[config.mk]
export PLATFORM = sky130hd
export DESIGN_NAME = keypad_scanner
export DESIGN_NICKNAME = d
export VERILOG_FILES = /design/src/rtl/keypad_scanner.sv
export SDC_FILE = /design/constraint.sdc
export NUM_CORES = 1
export LEC_CHECK = 0
export ABC_CLOCK_PERIOD_IN_PS = 2200
export CAP_MARGIN = 25
export CORE_UTILIZATION = 25
export CTS_BUF_LIST = sky130_fd_sc_hd__clkbuf_8 sky130_fd_sc_hd__clkbuf_16
export DETAILED_ROUTE_END_ITERATION = 6
export GPL_TIMING_DRIVEN = 0
export PLACE_DENSITY = 0.43
export SLEW_MARGIN = 5
export SYNTH_ARGS = -nofsm -noshare
export SYNTH_HDL_FRONTEND = slang
export SYNTH_SLANG_ARGS = --single-unit
[constraint.sdc]
create_clock -name clock -period 2.2 [get_ports clock]
set_clock_uncertainty 0.15 [all_clocks]
set_input_delay 0.55 -clock clock [delete_from_list [all_inputs] [get_ports clock]]
set_output_delay 0.55 -clock clock [all_outputs]
set_load 0.03 [all_outputs]
[src/rtl/keypad_scanner.sv]
// Row-scanning 4x4 matrix keypad reader: drives one row low at a time, synchronises and
// debounces the column lines, and reports one key code per accepted press.
module keypad_scanner #(
  parameter int unsigned SCAN_DIV     = 10,
  parameter int unsigned DEBOUNCE_CNT = 4
) (
  input  logic       clock,
  input  logic       reset,
  input  logic [3:0] key_col,
  output logic [3:0] key_row,
  output logic [3:0] key_code,
  output logic       key_valid,
  output logic       key_pressed
);

  localparam int unsigned     DW       = (SCAN_DIV > 1) ? $clog2(SCAN_DIV) : 1;
  localparam int unsigned     CW       = $clog2(DEBOUNCE_CNT + 1);
  localparam logic [DW-1:0]   DIV_LAST = DW'(SCAN_DIV - 1);
  localparam logic [CW-1:0]   CNT_DONE = CW'(DEBOUNCE_CNT);

  localparam logic [2:0] S_SCAN     = 3'd0;
  localparam logic [2:0] S_DEBOUNCE = 3'd1;
  localparam logic [2:0] S_ACCEPT   = 3'd2;
  localparam logic [2:0] S_HELD     = 3'd3;
  localparam logic [2:0] S_RELEASE  = 3'd4;

  logic [3:0]    sync1_q, col_s_q;
  logic [DW-1:0] div_q, div_d;
  logic [1:0]    row_q, row_d;
  logic [2:0]    state_q, state_d;
  logic [CW-1:0] cnt_q, cnt_d, cnt_inc;
  logic [3:0]    cand_q, cand_d;
  logic [3:0]    code_q, code_d;
  logic          valid_q, valid_d;
  logic          pressed_q, pressed_d;
  logic          sample, hit;
  logic [1:0]    col_idx;
  logic [3:0]    code_now;

  assign sample   = (div_q == DIV_LAST);
  assign hit      = (col_s_q != 4'b1111);
  assign cnt_inc  = cnt_q + 1'b1;
  assign code_now = {row_q, col_idx};

  assign key_row     = ~(4'b0001 << row_q);
  assign key_code    = code_q;
  assign key_valid   = valid_q;
  assign key_pressed = pressed_q;

  // Lowest-index active column wins within the driven row.
  always_comb begin
    col_idx = 2'd3;
    if (!col_s_q[0])      col_idx = 2'd0;
    else if (!col_s_q[1]) col_idx = 2'd1;
    else if (!col_s_q[2]) col_idx = 2'd2;
  end

  always_comb begin
    div_d     = sample ? '0 : div_q + 1'b1;
    row_d     = row_q;
    state_d   = state_q;
    cnt_d     = cnt_q;
    cand_d    = cand_q;
    code_d    = code_q;
    valid_d   = 1'b0;
    pressed_d = pressed_q;
    case (state_q)
      S_SCAN: begin
        if (sample) begin
          if (hit) begin
            cand_d  = code_now;
            cnt_d   = CW'(1);
            state_d = (DEBOUNCE_CNT == 1) ? S_ACCEPT : S_DEBOUNCE;
          end else begin
            row_d = row_q + 1'b1;
          end
        end
      end
      S_DEBOUNCE: begin
        if (sample) begin
          if (hit && (code_now == cand_q)) begin
            cnt_d = cnt_inc;
            if (cnt_inc == CNT_DONE) state_d = S_ACCEPT;
          end else begin
            cnt_d   = '0;
            state_d = S_SCAN;
            row_d   = row_q + 1'b1;
          end
        end
      end
      // Outputs move one edge after the accepting sample, giving the documented latency.
      S_ACCEPT: begin
        code_d    = cand_q;
        valid_d   = 1'b1;
        pressed_d = 1'b1;
        cnt_d     = '0;
        state_d   = S_HELD;
      end
      S_HELD: begin
        if (sample && !hit) begin
          if (DEBOUNCE_CNT == 1) begin
            pressed_d = 1'b0;
            cnt_d     = '0;
            state_d   = S_SCAN;
            row_d     = row_q + 1'b1;
          end else begin
            cnt_d   = CW'(1);
            state_d = S_RELEASE;
          end
        end
      end
      S_RELEASE: begin
        if (sample) begin
          if (!hit) begin
            if (cnt_inc == CNT_DONE) begin
              pressed_d = 1'b0;
              cnt_d     = '0;
              state_d   = S_SCAN;
              row_d     = row_q + 1'b1;
            end else begin
              cnt_d = cnt_inc;
            end
          end else begin
            cnt_d   = '0;
            state_d = S_HELD;
          end
        end
      end
      default: begin
        cnt_d   = '0;
        state_d = S_SCAN;
      end
    endcase
  end

  always_ff @(posedge clock or posedge reset) begin
    if (reset) begin
      sync1_q   <= 4'b1111;
      col_s_q   <= 4'b1111;
      div_q     <= '0;
      row_q     <= '0;
      state_q   <= S_SCAN;
      cnt_q     <= '0;
      cand_q    <= '0;
      code_q    <= '0;
      valid_q   <= 1'b0;
      pressed_q <= 1'b0;
    end else begin
      sync1_q   <= key_col;
      col_s_q   <= sync1_q;
      div_q     <= div_d;
      row_q     <= row_d;
      state_q   <= state_d;
      cnt_q     <= cnt_d;
      cand_q    <= cand_d;
      code_q    <= code_d;
      valid_q   <= valid_d;
      pressed_q <= pressed_d;
    end
  end

endmodule

# Word-level counts from Yosys, hierarchy flattened
# Cells that the tools add are included.
[word_totals]
input_bits = 6
reg_bits = 30
out_inout_bits = 10
wordCells = 79
[classes]
n_bitwise = 1
addsub = 3
n_shift = 1
n_reduce_logical = 11
muxes = 34
eq_ne = 19
[op_table]
columns = ["operator", "count"]
rows = [
  ["$mux W3", 15],
  ["$mux W2", 9],
  ["$ne A2 B2 Y1 const B", 9],
  ["$pmux W3 S5", 1],
  ["$pmux W3 S4", 1],
  ["$reduce_and A8 Y1", 1],
  ["$reduce_and A7 Y1", 1],
  ["$eq A3 B2 Y1 const B", 2],
  ["$eq A3 B3 Y1 const B", 2],
  ["$ne A3 B3 Y1 const B", 2],
  ["$pmux W2 S3", 1],
  ["$mux W1", 5],
  ["$reduce_and A5 Y1", 1],
  ["$add A4 B1 Y4 const B", 1],
  ["$eq A4 B4 Y1", 1],
  ["$eq A4 B4 Y1 const B", 1],
  ["$mux W4", 1],
  ["$ne A4 B4 Y1 const B", 1],
  ["$not A4 Y4", 1],
  ["$reduce_and A4 Y1", 1],
  ["$shl A1 B2 Y4 const A", 1],
  ["$add A3 B1 Y3 const B", 1],
  ["$eq A3 B1 Y1 const B", 1],
  ["$logic_not A3 Y1", 1],
  ["7 further kinds", 8],
]

# Logic depth before layout (Yosys ltp)
[logic_depth]
ltp_word = 8
mapped_depth = 6

# Worst setup path before layout
# Ideal clock, no wire load.
[synth_timing]
kind = "reg-to-reg"
startpoint = "register state_q[1]"
endpoint = "register row_q[1]"
n_path_buf = 1
setup_time_ps = 125
slack_ps = 25
path_stages_with_launch = 6
period_less_slack_ps = 2175
arrival_ps = 1900
t_required_ps = 1925
cell_sequence = "dfrtp_1 buf_2 or4_4 a2111oi_4 and3b_2 mux2_4"
[synth_via]
elab_chain_cells = 3
[synth_rtl]
columns = ["element", "line_no", "source"]
rows = [
  ["start, declared", "30", "logic [2:0] state_q, state_d;"],
  ["start signal, assigned", "153", "state_q <= state_d;"],
  ["$eq A3 B1 Y1 (tied with other cells)", "67", "case (state_q)"],
  ["$ne A2 B2 Y1 (no line) / $reduce_bool A3 Y1 (equally long branches)", "-", ""],
  ["$reduce_and A8 Y1 (no line)", "-", ""],
  ["end signal, assigned", "152", "row_q <= row_d;"],
  ["end, declared", "29", "logic [1:0] row_q, row_d;"],
]
# Parallel ways exist; a longest one is shown, timed or not.
# A chain may end at the register's enable or synchronous reset.

# Worst setup path in the final report
# Same ends and word-level chain as after synthesis.

==> key figures <==
Yosys
  – Synth Instances: 138
  – Post-Synth Simple-Gate Area: 12.9%
  – Post-Syn Area: between 1500 and 2000 um2
  – Yosys top cell by area: dfrtp_1
  – Cell variety after synth: 44
  – Synth Area in Compound Gates: 16.7%
  – Register bit total from synthesis: 30
  – Post-synthesis async set-or-reset flop share: 100%
  – Post-synth EDFFs: 0
  – Post-synthesis sequential area ratio: between 50 and 60%
  – Mapped Avg Cell Area: ~11 um2
  – Yosys top cell area share: a little over a third
  – Synth area leaders: dfrtp_1, dfstp_2, mux2_2
  – Xor and xnor area share after synthesis: 2.91%
  – Syn nets: 150
  – YS warnings: 0
  – Main combinational cell family by area after synthesis: compound AO/OA/AOI/OAI gates
  – Adder-Cell Fraction of Synth Area: ~5.0%
  – Main synth FF type: dfrtp_1
  – Mux contribution to synthesized area: under 10%

Setup path
  – Worst setup SP type: flip-flop
  – Worst-path fanout max: 9
  – CP arrival: approximately 2200 ps
  – Setup crit end kind: flip-flop
  – Crit path kind: reg -> reg
  – Crit path required time: 2210 ps

Floorplanning
  – Die ar.: roughly 6300 um2
  – Std cell rows: 27
  – Die Y-Extent: ~80 um
  – CORE AREA: about 5600 um2
  – Die Width: 79.5 um
  – IO Count: 16
  – Starting density of the core: 26.6%

Final layout
  – Layout net count: approximately 170
  – Non-Filler Instances: 235
  – Multi-input gate area: around 670 um2
  – Post-layout util: between 30% and 40%
  – Seq. cell area: about 760 um2
  – Layout cells sized above 1: 25.2%
  – FILL cells: about 580
  – Area Growth Syn to Fin: 25.9%
  – ANT cells: 0

Clock tree
  – CTS clk-pin slew, worst paths: 60 ps
  – # hold bufs at CTS: 0
  – CTS buffer count: 5
  – H-tree levels: 2
  – CTS tree: built
  – Skew-Pair Late Insertion Delay: approximately 270 ps
  – Clock tree sinks: 30
  – Clk root buf: clkbuf_8
  – CTS Buffer Depth: 2

Detailed routing
  – Via density: between 4 and 5
  – Post-DR wirelength/cell: 12.6 um
  – Drt first pass iters: 4
  – DR vias: 1081
  – DRC Markers: 0
  – Post-route ant nets: 0
  – DRT Wirelength: about 3000 um
  – 1st-iter DRT viols: 46

Place
  – Port bufs: 15
  – Placed cells: 226
  – Final Wtd Congestion: roughly 0.80
  – Setup WS pre-CTS: -122 ps
  – DP Wirelength: 2140 um

Global routing
  – Met1 usage: between 10 and 15%
  – Vias in the first global route: between 1000 and 1500
  – Met2 Use GR: around 17%
  – M3 GR Usage: 3.09%
  – GRT Total Usage: a little over a tenth
  – Largest net degree at the start of global routing: 23
  – First-pass GRT wire length: 5190 um
  – Gr ovfl total: 0
  – Initial antenna violation count: 0
  – Most Crowded Layer GR: met2

Power
  – Max rail drop VDD: between 0.4 and 0.5 mV
  – Static Leak: 0.853 nW
  – Pwr Density: between 1000 and 1500 nW/um2

Outcome
  – Status: completed

Timing
  – Max-slew violations: 0
  – Min Hold Slack: around 210 ps
  – Hold Vio Cnt, Final: 0
  – Fin Setup TNS: 0 ps
  – RSZ-0062 raised after global routing: true
  – Worst Tran Pin Value: roughly 500 ps
  – Tmin final: ~2200 ps
  – Final period utilization: approximately 98%
  – Setup WS post-layout: 49.9 ps
  – Rel. slew slack: between 60 and 70%
  – Final setup violation count: 0
  – Highest clock rate: roughly 470 MHz

Hold path
  – HP Class: reg -> reg

Flow run
  – Max-cap violations: 0
## sequential cells by signal, indices dropped and copies added (netlist names)
register	count
cand_q	4
col_s_q	4
div_q	4
key_code	4
sync1_q	4
cnt_q	3
state_q	3
row_q	2
key_pressed	1
key_valid	1
## cells by family after synthesis
kind of cell,after synthesis
compound gates,35
xor+xnor,5
fa+ha+maj,6
buf+inv,16
flops,30
mux,9
simple gates,37
## per-stage QoR
stage	power, mW	cell area [um2]
floorplan	1.42	1500
global placement	1.67	1740
detailed placement	1.69	1770
CTS	2.20	1890
global route	2.34	1890
finish	2.17	1890
## layout by cell type, fill, tap and decap left out, types with 2 or more instances in the layout
cell type        netlist  layout
dfstp_2                8       8
nand2_1               17      17
nand2b_1               2       2
a21oi_1                7       7
nand3_1                2       2
dlygate4sd2_1          0       2
inv_1                 11      11
a211oi_1               3       2
nor3_1                 2       2
xor2_1                 3       3
buf_4                  0       2
xnor2_1                2       2
nor2b_1                2       2
a21o_1                 2       2
dfrtp_1               22      21
nor2_1                 4       4
o21ai_0                9       9
clkdlybuf4s50_1        0      11
ha_1                   6       6
buf_2                  2       2
clkbuf_8               0       8
mux2_2                 7       7
o31ai_1                2       2
## cell type report
type                            instances  area share, %
Multi-Input combinational cell         92           35.6
Buffer                                  3           1.12
Clock buffer                            8           5.82
Inverter                               12           2.65
Tap cell                               72           4.76
Timing Repair Buffer                   18           9.79
Sequential cell                        30           40.3
## worst max-delay path: stages, from the launching register on
cell	delay, ps
dfrtp_1	360
buf_2	160
or4_4	530
a2111oi_4	260
and3b_2	280
mux2_4	290
## cells in the mapped netlist (all sizes together) (2+ instances only)
cell type	count
dfrtp	22
nand2	17
inv	12
o21ai	9
dfstp	8
mux2	8
a21oi	7
ha	6
nor2	4
a211oi	3
buf	3
xor2	3
a21o	2
nand2b	2
nand3	2
nor2b	2
nor3	2
o31ai	2
xnor2	2
## metal layers
metal | up-vias | part of all wire [%] | wire length (um)
met5 | - | 0 | 0
met4 | 0 | 1.6 | 46
met3 | 5 | 3.7 | 109
met2 | 18 | 46 | 1360
met1 | 524 | 49 | 1450
li1 | 534 | - | -
## report_power, final
| group | internal (mW) | total [mW] | switching, mW |
|---|---|---|---|
| clock | 0.316 | 0.515 | 0.199 |
| combinational | 0.388 | 0.903 | 0.515 |
| sequential | 0.672 | 0.754 | 0.0824 |
| total | 1.38 | 2.17 | 0.796 |
## timing repair
action	CTS	global route
setup buffers	2	0
gates resized for setup	5	5
setup endpoints to repair	7	5
pin swaps	2	0
## final timing paths
| check | slack [ps] | cells after the start | from | to |
|---|---|---|---|---|
| worst min register to register | 210 | 0 | sync1_q[1] | col_s_q[1] |
| min in group asynchronous | 420 | 2 | reset | div_q[1] |
| max in group asynchronous | 960 | 3 | reset | col_s_q[0] |
| worst max-delay path | 50 | 5 | state_q[1] | row_q[1] |
| worst max register to register | 50 | 5 | state_q[1] | row_q[1] |
| worst min-delay path | 210 | 0 | sync1_q[1] | col_s_q[1] |
Power figures use the tool's default switching activity.
